===== src/rtl/vga_timing_gen.sv =====
// vga_timing_gen: raster counters, sync/blank decode, line/frame strobes, frame counter and pipeline-matched sync copies
//
// Ports:
//   vga_clk      in   pixel clock; all logic runs on its posedge
//   reset_n      in   synchronous active-low reset
//   pix_en       in   advance the raster one pixel on this edge
//   DrawX/DrawY  out  current raster position
//   blank        out  1 = visible pixel
//   hs/vs        out  active-low syncs decoded from the presented position
//   hs_d/vs_d    out  hs/vs delayed PIPE_DELAY clocks
//   blank_d      out  blank delayed PIPE_DELAY clocks
//   line_start   out  one-cycle pulse when DrawX becomes 0
//   frame_start  out  one-cycle pulse when (0,0) is presented
//   frame_count  out  frame number, wraps 255->0
module vga_timing_gen #(
   parameter int H_ACT      = 640,
   parameter int H_FP       = 16,
   parameter int H_SYNC     = 96,
   parameter int H_BP       = 48,
   parameter int V_ACT      = 480,
   parameter int V_FP       = 10,
   parameter int V_SYNC     = 2,
   parameter int V_BP       = 33,
   parameter int PIPE_DELAY = 1
) (
   input  logic       vga_clk,
   input  logic       reset_n,
   input  logic       pix_en,
   output logic [9:0] DrawX,
   output logic [9:0] DrawY,
   output logic       blank,
   output logic       hs,
   output logic       vs,
   output logic       hs_d,
   output logic       vs_d,
   output logic       blank_d,
   output logic       line_start,
   output logic       frame_start,
   output logic [7:0] frame_count
);
   localparam int H_TOTAL = H_ACT + H_FP + H_SYNC + H_BP;
   localparam int V_TOTAL = V_ACT + V_FP + V_SYNC + V_BP;
   // 11-bit decode constants so a 1024 boundary does not wrap to 0
   localparam logic [10:0] HA  = 11'(H_ACT);
   localparam logic [10:0] HS0 = 11'(H_ACT + H_FP);
   localparam logic [10:0] HS1 = 11'(H_ACT + H_FP + H_SYNC);
   localparam logic [10:0] VA  = 11'(V_ACT);
   localparam logic [10:0] VS0 = 11'(V_ACT + V_FP);
   localparam logic [10:0] VS1 = 11'(V_ACT + V_FP + V_SYNC);
   localparam logic [9:0]  HL  = 10'(H_TOTAL - 1);
   localparam logic [9:0]  VL  = 10'(V_TOTAL - 1);

   if (H_TOTAL > 1024 || V_TOTAL > 1024 || PIPE_DELAY < 0 || PIPE_DELAY > 4) begin : g_bad_params
      $error("vga_timing_gen: totals must be <= 1024 and PIPE_DELAY in 0..4");
   end

   typedef enum logic {PRIME, RUN} state_t;

   state_t      r_state;
   logic [9:0]  r_x, r_y;
   logic [7:0]  r_fc;
   logic        r_blank, r_hs, r_vs, r_ls, r_fs;
   logic        w_eol, w_eof;
   logic [9:0]  w_nx, w_ny;
   logic [10:0] w_nx11, w_ny11;

   // Outputs are decoded from the position about to be loaded, so they are registered alongside it
   assign w_eol  = r_x == HL;
   assign w_eof  = w_eol && r_y == VL;
   assign w_nx   = (r_state == PRIME || w_eol) ? '0 : r_x + 10'd1;
   assign w_ny   = (r_state == PRIME || w_eof) ? '0 : w_eol ? r_y + 10'd1 : r_y;
   assign w_nx11 = {1'b0, w_nx};
   assign w_ny11 = {1'b0, w_ny};

   always_ff @(posedge vga_clk) begin
      if (!reset_n) begin
         r_state <= PRIME;
         r_x     <= '0;
         r_y     <= '0;
         r_blank <= 1'b0;
         r_hs    <= 1'b1;
         r_vs    <= 1'b1;
         r_ls    <= 1'b0;
         r_fs    <= 1'b0;
         r_fc    <= '0;
      end else if (pix_en) begin
         r_state <= RUN;
         r_x     <= w_nx;
         r_y     <= w_ny;
         r_blank <= w_nx11 < HA && w_ny11 < VA;
         r_hs    <= !(w_nx11 >= HS0 && w_nx11 < HS1);
         r_vs    <= !(w_ny11 >= VS0 && w_ny11 < VS1);
         r_ls    <= w_nx == '0;
         r_fs    <= w_nx == '0 && w_ny == '0;
         r_fc    <= r_fc + {7'd0, r_state == RUN && w_eof};
      end else begin
         r_ls    <= 1'b0;
         r_fs    <= 1'b0;
      end
   end

   assign DrawX       = r_x;
   assign DrawY       = r_y;
   assign blank       = r_blank;
   assign hs          = r_hs;
   assign vs          = r_vs;
   assign line_start  = r_ls;
   assign frame_start = r_fs;
   assign frame_count = r_fc;

   // Delay line runs every clock so it tracks the renderers' registered RGB regardless of pix_en
   if (PIPE_DELAY == 0) begin : g_nodly
      assign hs_d    = r_hs;
      assign vs_d    = r_vs;
      assign blank_d = r_blank;
   end else begin : g_dly
      logic [2:0] r_pipe [PIPE_DELAY];
      always_ff @(posedge vga_clk) begin
         if (!reset_n) begin
            for (int i = 0; i < PIPE_DELAY; i++) r_pipe[i] <= 3'b110;
         end else begin
            r_pipe[0] <= {r_hs, r_vs, r_blank};
            for (int i = 1; i < PIPE_DELAY; i++) r_pipe[i] <= r_pipe[i-1];
         end
      end
      assign {hs_d, vs_d, blank_d} = r_pipe[PIPE_DELAY-1];
   end
endmodule

===== config.mk =====
export PLATFORM = sky130hd
export DESIGN_NAME = vga_timing_gen
export DESIGN_NICKNAME = d
export VERILOG_FILES = /design/src/rtl/vga_timing_gen.sv
export SDC_FILE = /design/constraint.sdc
export NUM_CORES = 1
export LEC_CHECK = 0
export CAP_MARGIN = 0
export CORE_AREA = 2 2 93 95
export CTS_CLUSTER_SIZE = 30
export DETAILED_ROUTE_END_ITERATION = 8
export DIE_AREA = 0 0 95 97
export PLACE_DENSITY = 0.49
export SYNTH_ARGS = -nofsm -noshare
export SYNTH_HDL_FRONTEND = slang
export SYNTH_SLANG_ARGS = --single-unit
export TNS_END_PERCENT = 50

===== constraint.sdc =====
create_clock -name vga_clk -period 3.9 [get_ports vga_clk]
set_input_delay 1.17 -clock vga_clk [delete_from_list [all_inputs] [get_ports vga_clk]]
set_output_delay 1.17 -clock vga_clk [all_outputs]
set_load 0.01 [all_outputs]

# == Word-level counts from Yosys, hierarchy flattened ==
# Memory sizes are Yosys's and may differ from the RTL's.
# Index checks and enable logic that the tools add are counted.
# op_classes
n_addsub,3
mul,0
div,0
order_cmp,6
n_eq_ne,2
shift,0
mux,7
n_bitwise,1
n_reduce_logical,14
# ops
cell,n
$mux W10,3
$add A10 B1 Y10 const B,2
$eq A10 B10 Y1 const B,2
$logic_not A10 Y1,2
$lt A10 B10 Y1 const B,2
$lt A10 B9 Y1 const B,2
$ge A10 B10 Y1 const B,1
$ge A10 B9 Y1 const B,1
$add A8 B1 Y8,1
$logic_and A1 B1 Y1,6
$mux W1,3
$mux W3,1
$reduce_or A3 Y1,1
$logic_not A1 Y1,2
$logic_or A1 B1 Y1,2
$reduce_and A2 Y1,1
$not A1 Y1,1
# totals
regBits,34
latchBits,0
ramBits,3
romBits,0
input_bits,3
out_inout_bits,36
word_cells,43
n_memories,1
# memory_table
name,words,word_bits,rd,rd_ports_with_merged_regs,wr,line,rtl
g_dly.r_pipe,1,3,1,0,1,117,logic [2:0] r_pipe [PIPE_DELAY];

# == Depth between registers and ports, before layout ==
# Gate-level depths: netlist of the first run.
# logic_depth
depth_word,7
depth_mapped,10
depth_no_buf,10

# == Worst setup path before layout of the first run ==
# No wires, ideal clock.
# synth_timing
path_type,register to register
start,register r_y[7] (netlist: DrawY[7])
end,register r_fc[7] (netlist: frame_count[7])
setup_ns,0.076
arrival_time_ns,2.369
required_ns,3.824
path_slack_ns,1.455
path_stages_with_launch,9
n_path_buf,1
synth_period_minus_slack_ns,2.445
path_cell_list,dfxtp_1 buf_4 or3_4 or4b_4 nor3_1 ha_1 nand4_1 or3_1 a21boi_0
# synth_between
elab_chain_len,4
# synth_rtl
element,line,rtl
"start, declared",60,"logic [9:0] r_x, r_y;"
"start signal, assigned",89,r_y <= w_ny;
$eq A10 B10 Y1,69,assign w_eof = w_eol && r_y == VL;
$logic_and A1 B1 Y1,69,
$logic_and A1 B1 Y1,95,"r_fc <= r_fc + {7'd0, r_state == RUN && w_eof};"
$add A8 B1 Y8,95,
"end signal, assigned",95,
"end, declared",61,logic [7:0] r_fc;
# Every way passes these cells.
# A chain may end at the register's enable or synchronous reset.

# == Final worst setup path of the first run ==
# layout_timing
start,register r_x[0] (netlist: DrawX[0])
end,register r_fc[7] (netlist: frame_count[7])
# layout_between
elab_chain_len,4
# layout_rtl
element,line,rtl
"start, declared",60,
"start signal, assigned",88,r_x <= w_nx;
$eq A10 B10 Y1,68,assign w_eol = r_x == HL;
$logic_and A1 B1 Y1,69,
$logic_and A1 B1 Y1,95,
$add A8 B1 Y8,95,
# Every way passes these cells.

==> results of run 1 <==
stage by stage:
step,util,instance area (um^2),hold slack (ns),power (mW),worst slack [ns]
4_1_cts,0.359,2920,0.496,0.804,1.12
3_3_place_gp,0.345,2800,0.479,0.448,1.03
2_1_floorplan,-,2410,0.474,0.428,1.46
3_5_place_dp,0.345,2800,0.480,0.448,0.992
5_1_grt,0.359,2920,0.529,0.828,0.851
6_report,0.359,2920,0.491,0.793,1.12
power groups by stage:
stage | Combinational (mW) | Clock [mW] | Sequential (mW)
finish | 0.0518 | 0.355 | 0.386
CTS | 0.0530 | 0.365 | 0.386
global placement | 0.0529 | 0 | 0.395
floorplan | 0.0342 | 0 | 0.394
detailed placement | 0.0528 | 0 | 0.395
global route | 0.0575 | 0.384 | 0.387
registers in the layout, indices dropped and copies added (netlist names):
signal / flops
DrawX: 10
DrawY: 10
blank: 1
frame_count: 8
frame_start: 1
g_dly.r_pipe: 3
hs: 1
line_start: 1
r_state: 1
vs: 1
final cells by class:
| type | count | share of cell area |
|---|---|---|
| Multi-Input combinational cell | 228 | 0.514 |
| Sequential cell | 37 | 0.253 |
| Timing Repair Buffer | 40 | 0.135 |
| Tap cell | 105 | 0.0449 |
| Clock buffer | 6 | 0.0282 |
| Clock inverter | 2 | 0.0128 |
| Inverter | 9 | 0.0116 |
how the worst max path moves through the flow:
stage	slack, ns	to	cells past startpoint	from
after floorplan	1.46	frame_count[7]	8	DrawY[7]
after global placement	1.03	frame_count[7]	5	pix_en
after detailed placement	0.99	frame_count[7]	5	pix_en
after CTS	1.12	frame_count[7]	8	DrawX[1]
after global routing	0.85	frame_count[7]	8	DrawX[0]
final	1.12	frame_count[7]	8	DrawX[0]
per-layer routing:
layer / up-vias / track usage / share of wire / wire length, um
met5: - / 0 / 0 / 0
met4: 0 / 0.0412 / 0.012 / 78
met3: 7 / 0.0288 / 0.033 / 208
met2: 43 / 0.211 / 0.45 / 2840
met1: 1057 / 0.217 / 0.50 / 3130
li1: 1121 / - / - / -
tightest hold or removal path: cells and delay by family (launching register included):
family	cells	cell delay [ns]
flip-flops	1	0.32
AND/OR/NAND/NOR	1	0.09
buffers and inverters	1	0.04
synthesized netlist by cell type (all sizes together) (2+ instances only):
library cell	count	share of area
o21ai	14	0.034
ha	5	0.026
a21boi	9	0.028
dfxtp	37	0.31
xnor2	9	0.033
and2	7	0.018
and4	3	0.011
buf	7	0.022
mux2i	8	0.033
nor2	11	0.017
xor2	3	0.011
nor2b	14	0.036
nor4	3	0.0078
o21a	7	0.022
a211oi	2	0.0083
a31oi	6	0.016
nand2b	5	0.013
clkbuf	16	0.031
nor3b	5	0.018
nand3	15	0.031
and3	6	0.016
nor3	19	0.046
nand3b	3	0.0093
a21oi	17	0.035
o211ai	2	0.0083
nand2	18	0.028
inv	9	0.014
or2	4	0.010
or3	4	0.012
nand4	12	0.031
o21bai	2	0.0062
logic make-up after synthesis:
group           Yosys count
compound gates           70
xor+xnor                 12
fa+ha+maj                 5
buf+inv                  33
flops                    37
mux                       8
simple gates            133
==> flow_metrics.py, run 1 <==
metrics = {
    "synthesis": {
        "syn-cell-area_um2": 2410,
        "yosysWarnings": 0,
        "ys.flop_type": "dfxtp_1",
        "synth_top_family_by_area": "simple AND/OR/NAND/NOR gates",
        "syn_area_per_cell_um2": 8.10,
        "synth-xor-area-share": 0.0435,
        "synthAdderAreaFrac": 0.0259,
        "ys_seq_area_frac": 0.307,
        "synth.net_count": 306,
        "synth_edf_count": 0,
        "synthSimpleGateAreaFrac": 0.322,
        "synthMuxAreaShare": 0.0332,
        "async_flop_share": 0,
        "synth_cells": 298,
        "ys_ff_latch": 37,
        "synth_cell_types": 59,
        "synth_compound_area_frac": 0.198,
    },
    "sta": {
        "clock.fmax_ghz": 0.360,
        "finClkSkew_ns": 0.00478,
        "post-route-period-util": 0.712,
        "finalSetupTns_ns": 0,
        "layout_min_cycle_time_ns": 2.78,
        "worstMarginPinSlew_ns": 0.603,
        "rsz0062_at_grt": "false",
        "setup_viol": 0,
        "slew_viol_final": 0,
        "relSlewSlack": 0.597,
        "hold_violations": 0,
    },
    "global_routing": {
        "grt_pass1_wl_mm": 10.7,
        "track_usage": 0.146,
        "grt_overflow": 0,
        "grt_max_degree": 35,
        "grt_pass1_vias": 2065,
        "antenna_found_initial": 0,
    },
    "setup_path": {
        "required_ns": 4.12,
        "path_buf_inv": 0,
        "reg2reg_depth": 8,
        "max_stage_delay_ns": 0.44,
        "worstSetupEndpointType": "register",
        "regToRegStartpoint": "DrawX[0]",
        "cp_max_fo": 10,
        "slowest_stage": "dfxtp_1",
        "reg2reg_to": "frame_count[7]",
        "start_kind": "register",
        "cp_common_cell": "ha_1",
        "crit_type": "register to register",
        "path_delay_family": "simple AND/OR/NAND/NOR gates",
        "critical_path.cell_chain": "ha_1 -> and4_1 -> nand3_1 -> nor3_1 -> ha_1 -> nand4_1 -> or3_1 -> a21boi_0",
        "reg2reg_slack_ns": 1.12,
        "cp.arrival_ns": 3.00,
    },
    "power_and_ir_drop": {
        "p_per_area_nw_per_um2": 271,
        "vdd_drop_max_mv": 0.137,
        "swShare": 0.230,
        "seq_power_share": 0.487,
        "p_int_uw": 610,
        "clockPowerShare": 0.448,
        "comb_power_share": 0.065,
        "power_leakage_nw": 0.991,
        "p_switching_uw": 182,
    },
    "routing": {
        "drt_wl_total_mm": 6.26,
        "detail_route.wl_per_cell_um": 14.7,
        "drc": 0,
        "dr.pass1.iters": 4,
        "dr_total_vias": 2228,
        "detail-route-antenna-nets": 0,
        "vias_per_cell": 5.22,
        "drt_iter0_markers": 97,
    },
    "layout": {
        "areaGrowthSynthToFinish_pct": 21.2,
        "layout_common_cells": "clkdlybuf4s50_1, dfxtp_1, nand2_1",
        "antennaDiodeCount": 0,
        "fin_nets": 329,
        "multi_input_area_um2": 1500,
        "finalNonFillerCells": 427,
        "drive_above_1_share": 0.0745,
        "n_fill_cell": 859,
        "final_common_cell": "clkdlybuf4s50_1",
        "regArea_um2": 741,
    },
    "run": {
        "cap_violations": 0,
    },
    "placed_design": {
        "portBuffers": 38,
        "dp_hpwl_mm": 4.49,
        "gp_congestion": 0.864,
        "place_inst": 419,
    },
    "cts": {
        "path_clk_slew_ns": 0.08,
        "cts_buffers": 5,
        "ctsResizeCount": 0,
        "clk_latency_ns": 0.29,
        "cts_tree": "built",
        "htree_levels": 2,
        "cts_hold_buf": 0,
        "cts_sinks": 37,
        "cts_buffer_depth": 2,
        "cts_setup_buffers": 0,
        "root_buffer": "clkbuf_8",
    },
    "worst_hold_path": {
        "hold_path_depth": 2,
        "hold_path_end": "g_dly.r_pipe[0][0]",
        "worst_hold_path_type": "register to register",
        "worstHoldStart": "blank",
    },
    "run_status": {
        "status": "completed",
    },
    "floorplan": {
        "die_w_um": 95,
        "ios": 39,
        "initial_core_util": 0.297,
        "die_area_um2": 9220,
        "rows": 33,
        "coreArea_um2": 8130,
        "chipHeight_um": 97,
    },
}
Power figures use the tool's default switching activity.
==> run 2: changes to the inputs <==
--- a/config.mk
+++ b/config.mk
@@ -10,7 +10,7 @@
 export CTS_CLUSTER_SIZE = 30
 export DETAILED_ROUTE_END_ITERATION = 8
 export DIE_AREA = 0 0 95 97
-export PLACE_DENSITY = 0.49
+export PLACE_DENSITY = 0.51
 export SYNTH_ARGS = -nofsm -noshare
 export SYNTH_HDL_FRONTEND = slang
 export SYNTH_SLANG_ARGS = --single-unit
==> constraint.sdc (replaced) <==
create_clock -name vga_clk -period 2.23 [get_ports vga_clk]
set_input_delay 0.669 -clock vga_clk [delete_from_list [all_inputs] [get_ports vga_clk]]
set_output_delay 0.669 -clock vga_clk [all_outputs]
set_load 0.01 [all_outputs]
==> flow_metrics.py, run 2 (synthesis results as in run 1) <==
metrics = {
    "setup_path": {
        "reg2reg_depth": 8,
        "required_ns": 2.43,
        "path_delay_family": "simple AND/OR/NAND/NOR gates",
        "slowest_stage": "or4b_4",
        "cp.arrival_ns": 2.56,
        "worstSetupEndpointType": "register",
        "regToRegStartpoint": "DrawY[6]",
        "path_buf_inv": 1,
        "cp_max_fo": 5,
        "reg2reg_slack_ns": -0.13,
        "crit_type": "register to register",
        "reg2reg_to": "frame_count[3]",
        "max_stage_delay_ns": 0.56,
        "start_kind": "register",
        "critical_path.cell_chain": "or3_4 -> or4b_4 -> nor3_4 -> ha_2 -> nand4_1 -> buf_4 -> xnor2_2 -> and2_1",
    },
    "cts": {
        "root_buffer": "clkbuf_8",
        "htree_levels": 2,
        "clk_latency_ns": 0.30,
        "cts_sinks": 37,
        "cts_buffers": 5,
        "cts_buffer_depth": 2,
        "cts_hold_buf": 0,
        "path_clk_slew_ns": 0.09,
        "cts_tree": "built",
    },
    "layout": {
        "areaGrowthSynthToFinish_pct": 37.6,
        "finalNonFillerCells": 469,
        "fin_nets": 371,
        "layout_common_cells": "buf_4, clkdlybuf4s50_1, dfxtp_1",
        "final_cell_area_um2": 3320,
        "drive_above_1_share": 0.212,
        "final_common_cell": "buf_4",
        "antennaDiodeCount": 0,
    },
    "floorplan": {
        "die_area_um2": 9220,
        "initial_core_util": 0.297,
        "ios": 39,
        "coreArea_um2": 8130,
        "rows": 33,
        "chipHeight_um": 97,
        "die_w_um": 95,
    },
    "sta": {
        "layout_min_cycle_time_ns": 2.36,
        "hold_violations": 0,
        "post-route-period-util": 1.06,
        "rsz0062_at_grt": "true",
        "timing.final.ws_setup_ns": -0.130,
        "slew_viol_final": 0,
        "relSlewSlack": 0.769,
        "clock.fmax_ghz": 0.424,
        "finClkSkew_ns": 0.0102,
        "setup_viol": 6,
        "finalSetupTns_ns": -0.454,
        "worstMarginPinSlew_ns": 0.345,
        "worst_hold_slack_ns": 0.458,
    },
    "placed_design": {
        "gp_congestion": 0.817,
        "place_area_um2": 3100,
        "dp_hpwl_mm": 5.04,
        "place_inst": 457,
        "portBuffers": 38,
    },
    "run": {
        "cap_violations": 0,
    },
    "global_routing": {
        "grt_pass1_vias": 2290,
        "antenna_found_initial": 0,
        "track_usage": 0.153,
        "grt_pass1_wl_mm": 11.4,
        "grt_overflow": 0,
        "grt_max_degree": 29,
    },
    "routing": {
        "vias_per_cell": 5.16,
        "dr_total_vias": 2419,
        "drc": 0,
        "detail_route.wl_per_cell_um": 15.1,
        "dr.pass1.iters": 5,
        "drt_iter0_markers": 114,
        "detail-route-antenna-nets": 0,
        "drt_wl_total_mm": 7.07,
    },
    "run_status": {
        "violations": "setup timing",
        "status": "finished, violations left",
    },
    "power_and_ir_drop": {
        "vdd_drop_max_mv": 0.187,
        "p_per_area_nw_per_um2": 454,
        "power_leakage_nw": 1.25,
    },
    "worst_hold_path": {
        "hold_path_depth": 2,
        "worstHoldStart": "blank",
        "worst_hold_path_type": "register to register",
        "hold_path_end": "g_dly.r_pipe[0][0]",
    },
}
==> run 2: per-stage QoR <==
step,util,power [mW],worst slack [ns]
CTS,0.399,1.52,-0.107
floorplan,-,0.749,-0.169
global placement,0.381,0.796,-0.0857
global route,0.408,1.56,-0.236
detailed placement,0.381,0.796,-0.152
finish,0.408,1.51,-0.130
==> run 2: timing repair <==
item / CTS / global route
setup endpoints to repair: 5 / 23
setup buffers: 1 / 2
pin swaps: 1 / 4
cloned: 0 / 1
gates resized for setup: 1 / 11
==> run 2: final cells by class <==
| cell class | instances | area, um^2 |
|---|---|---|
| clock buffer | 5 | 68.8 |
| clock inverter | 3 | 68.8 |
| fill | 828 | 4810 |
| inverter | 9 | 33.8 |
| multi-input combinational | 229 | 1570 |
| sequential | 37 | 742 |
| tap | 105 | 131 |
| timing repair buffer | 81 | 703 |
==> run 2: worst min-delay path, cell delays in order (launching register included) <==
cell,delay [ns]
dfxtp_1,0.32
nand2_1,0.07
inv_1,0.04
==> run 2: power breakdown <==
group | leakage (nW) | switching (mW) | internal (mW)
Sequential | 0.300 | 0.00258 | 0.667
Combinational | 0.883 | 0.0665 | 0.0498
Clock | 0.0687 | 0.271 | 0.451
==> run 2: layer usage <==
metal  vias to the layer above  part of all wire  global-route usage
li1                       1204                 -                   -
met1                      1120              0.46               0.215
met2                        83              0.47               0.232
met3                        12             0.054              0.0358
met4                         0             0.014              0.0457
met5                         -                 0                   0
==> run 2: worst max path at each step <==
| stage | end | cells after the start | startpoint |
|---|---|---|---|
| final | frame_count[3] | 8 | DrawY[6] |
| after global routing | frame_count[5] | 7 | DrawY[6] |
| after CTS | frame_count[5] | 7 | DrawY[6] |
| after detailed placement | frame_count[7] | 7 | DrawY[6] |
| after global placement | frame_count[7] | 7 | DrawY[6] |
| after floorplan | frame_count[7] | 8 | DrawY[6] |
==> run 3: changes to the inputs <==
--- a/config.mk
+++ b/config.mk
@@ -10,7 +10,7 @@
 export CTS_CLUSTER_SIZE = 30
 export DETAILED_ROUTE_END_ITERATION = 8
 export DIE_AREA = 0 0 95 97
-export PLACE_DENSITY = 0.51
+export PLACE_DENSITY = 0.55
 export SYNTH_ARGS = -nofsm -noshare
 export SYNTH_HDL_FRONTEND = slang
 export SYNTH_SLANG_ARGS = --single-unit
==> flow_metrics.py, run 3 (synthesis results as in run 1) <==
metrics = {
    "setup_path": {
        "regToRegStartpoint": "DrawY[6]",
        "slowest_stage": "or4b_4",
        "cp_max_fo": 5,
        "start_kind": "register",
        "path_delay_family": "simple AND/OR/NAND/NOR gates",
        "required_ns": 2.44,
        "crit_type": "register to register",
        "path_buf_inv": 1,
        "critical_path.cell_chain": "or3_4 -> or4b_4 -> nor3_4 -> ha_2 -> nand4_1 -> buf_4 -> xnor2_2 -> and2_1",
        "reg2reg_to": "frame_count[3]",
        "worstSetupEndpointType": "register",
        "cp.arrival_ns": 2.49,
        "reg2reg_slack_ns": -0.05,
        "max_stage_delay_ns": 0.54,
        "reg2reg_depth": 8,
    },
    "run_status": {
        "violations": "setup timing",
        "status": "finished, violations left",
    },
    "power_and_ir_drop": {
        "clockPowerShare": 0.444,
        "p_int_mw": 1.05,
        "p_switching_uw": 360,
        "seq_power_share": 0.475,
        "swShare": 0.255,
        "vdd_drop_max_mv": 0.182,
        "finalPower_mw": 1.41,
        "comb_power_share": 0.081,
        "power_leakage_nw": 1.21,
        "p_per_area_nw_per_um2": 427,
    },
    "routing": {
        "drc": 0,
        "vias_per_cell": 5.20,
        "drt_wl_total_mm": 7.15,
        "drt_iter0_markers": 147,
        "detail-route-antenna-nets": 0,
        "dr.pass1.iters": 4,
        "detail_route.wl_per_cell_um": 15.3,
        "dr_total_vias": 2425,
    },
    "worst_hold_path": {
        "hold_path_depth": 2,
        "worstHoldStart": "blank",
        "worst_hold_path_type": "register to register",
        "hold_path_end": "g_dly.r_pipe[0][0]",
    },
    "global_routing": {
        "grt_max_degree": 35,
        "grt_pass1_vias": 2289,
        "track_usage": 0.160,
        "grt_pass1_wl_mm": 11.6,
        "antenna_found_initial": 0,
        "grt_overflow": 0,
    },
    "sta": {
        "slew_viol_final": 0,
        "rsz0062_at_grt": "true",
        "clock.fmax_ghz": 0.438,
        "finClkSkew_ns": 0.00992,
        "layout_min_cycle_time_ns": 2.28,
        "post-route-period-util": 1.02,
        "worstMarginPinSlew_ns": 0.426,
        "setup_viol": 5,
        "timing.final.ws_setup_ns": -0.0515,
        "hold_violations": 0,
        "relSlewSlack": 0.716,
    },
    "placed_design": {
        "dp_hpwl_mm": 5.16,
        "portBuffers": 38,
        "place_area_um2": 3110,
        "preCtsSetupSlack_ns": -0.0736,
        "gp_congestion": 0.864,
    },
    "floorplan": {
        "ios": 39,
        "initial_core_util": 0.297,
        "die_area_um2": 9220,
        "rows": 33,
        "chipHeight_um": 97,
        "coreArea_um2": 8130,
        "die_w_um": 95,
    },
    "cts": {
        "path_clk_slew_ns": 0.09,
        "clk_latency_ns": 0.31,
        "root_buffer": "clkbuf_8",
        "cts_tree": "built",
        "cts_buffer_depth": 2,
        "cts_buffers": 5,
        "htree_levels": 2,
        "cts_setup_buffers": 0,
        "cts_hold_buf": 0,
        "cts_sinks": 37,
    },
    "layout": {
        "regArea_um2": 744,
        "antennaDiodeCount": 0,
        "fin_nets": 368,
        "drive_above_1_share": 0.216,
        "layout_common_cells": "buf_4, clkdlybuf4s50_1, dfxtp_1",
        "n_fill_cell": 808,
        "final_cell_area_um2": 3300,
        "areaGrowthSynthToFinish_pct": 36.8,
        "multi_input_area_um2": 1580,
        "final_common_cell": "buf_4",
        "final_util": 0.406,
    },
    "run": {
        "cap_violations": 0,
    },
}
[run 3: worst register-to-register path, delay by kind of cell, from the launching register on]
family | cells | cell delay [ns]
simple gates | 5 | 1.36
flops | 1 | 0.33
xor+xnor | 1 | 0.11
fa+ha+maj | 1 | 0.20
buf+inv | 1 | 0.19
[run 3: metal layers]
metal	GRT usage	vias to the layer above	routed length [um]
met5	0	-	0
met4	0.0491	0	88
met3	0.0288	7	427
met2	0.236	73	3140
met1	0.235	1136	3490
li1	-	1209	-
[run 3: cell type report]
cell class / count / area share
multi-input combinational: 229 / 0.480
sequential: 37 / 0.225
timing repair buffer: 78 / 0.210
tap: 105 / 0.0398
clock buffer: 5 / 0.0208
clock inverter: 3 / 0.0140
inverter: 9 / 0.0102
[run 3: stage by stage]
step                setup TNS, ns  hold slack (ns)  instances
floorplan                  -0.718            0.474        298
global placement           -0.168            0.461        457
detailed placement         -0.302            0.459        457
CTS                        -0.241            0.474        465
global route               -0.821            0.499        466
finish                     -0.209            0.473        466
[run 3: worst max-delay path by stage]
stage	start	end	slack, ns	cells after the start
4_1_cts	DrawY[6]	frame_count[5]	-0.05	7
6_report	DrawY[6]	frame_count[3]	-0.05	8
3_5_place_dp	DrawY[6]	frame_count[7]	-0.07	7
2_1_floorplan	DrawY[6]	frame_count[7]	-0.17	8
5_1_grt	DrawY[6]	frame_count[5]	-0.16	7
3_3_place_gp	DrawY[0]	frame_count[3]	-0.04	10
[run 3: power by group through the flow]
stage	logic [mW]	clock network, mW	registers (mW)
finish	0.114	0.626	0.670
floorplan	0.0600	0	0.689
global placement	0.109	0	0.686
global route	0.124	0.660	0.671
detailed placement	0.109	0	0.686
CTS	0.111	0.635	0.670
[run 3: repair_timing]
| item | CTS | global route |
|---|---|---|
| gates cloned | 0 | 1 |
| resized for setup | 4 | 14 |
| setup endpoints to repair | 7 | 16 |
| pin swaps | 3 | 3 |
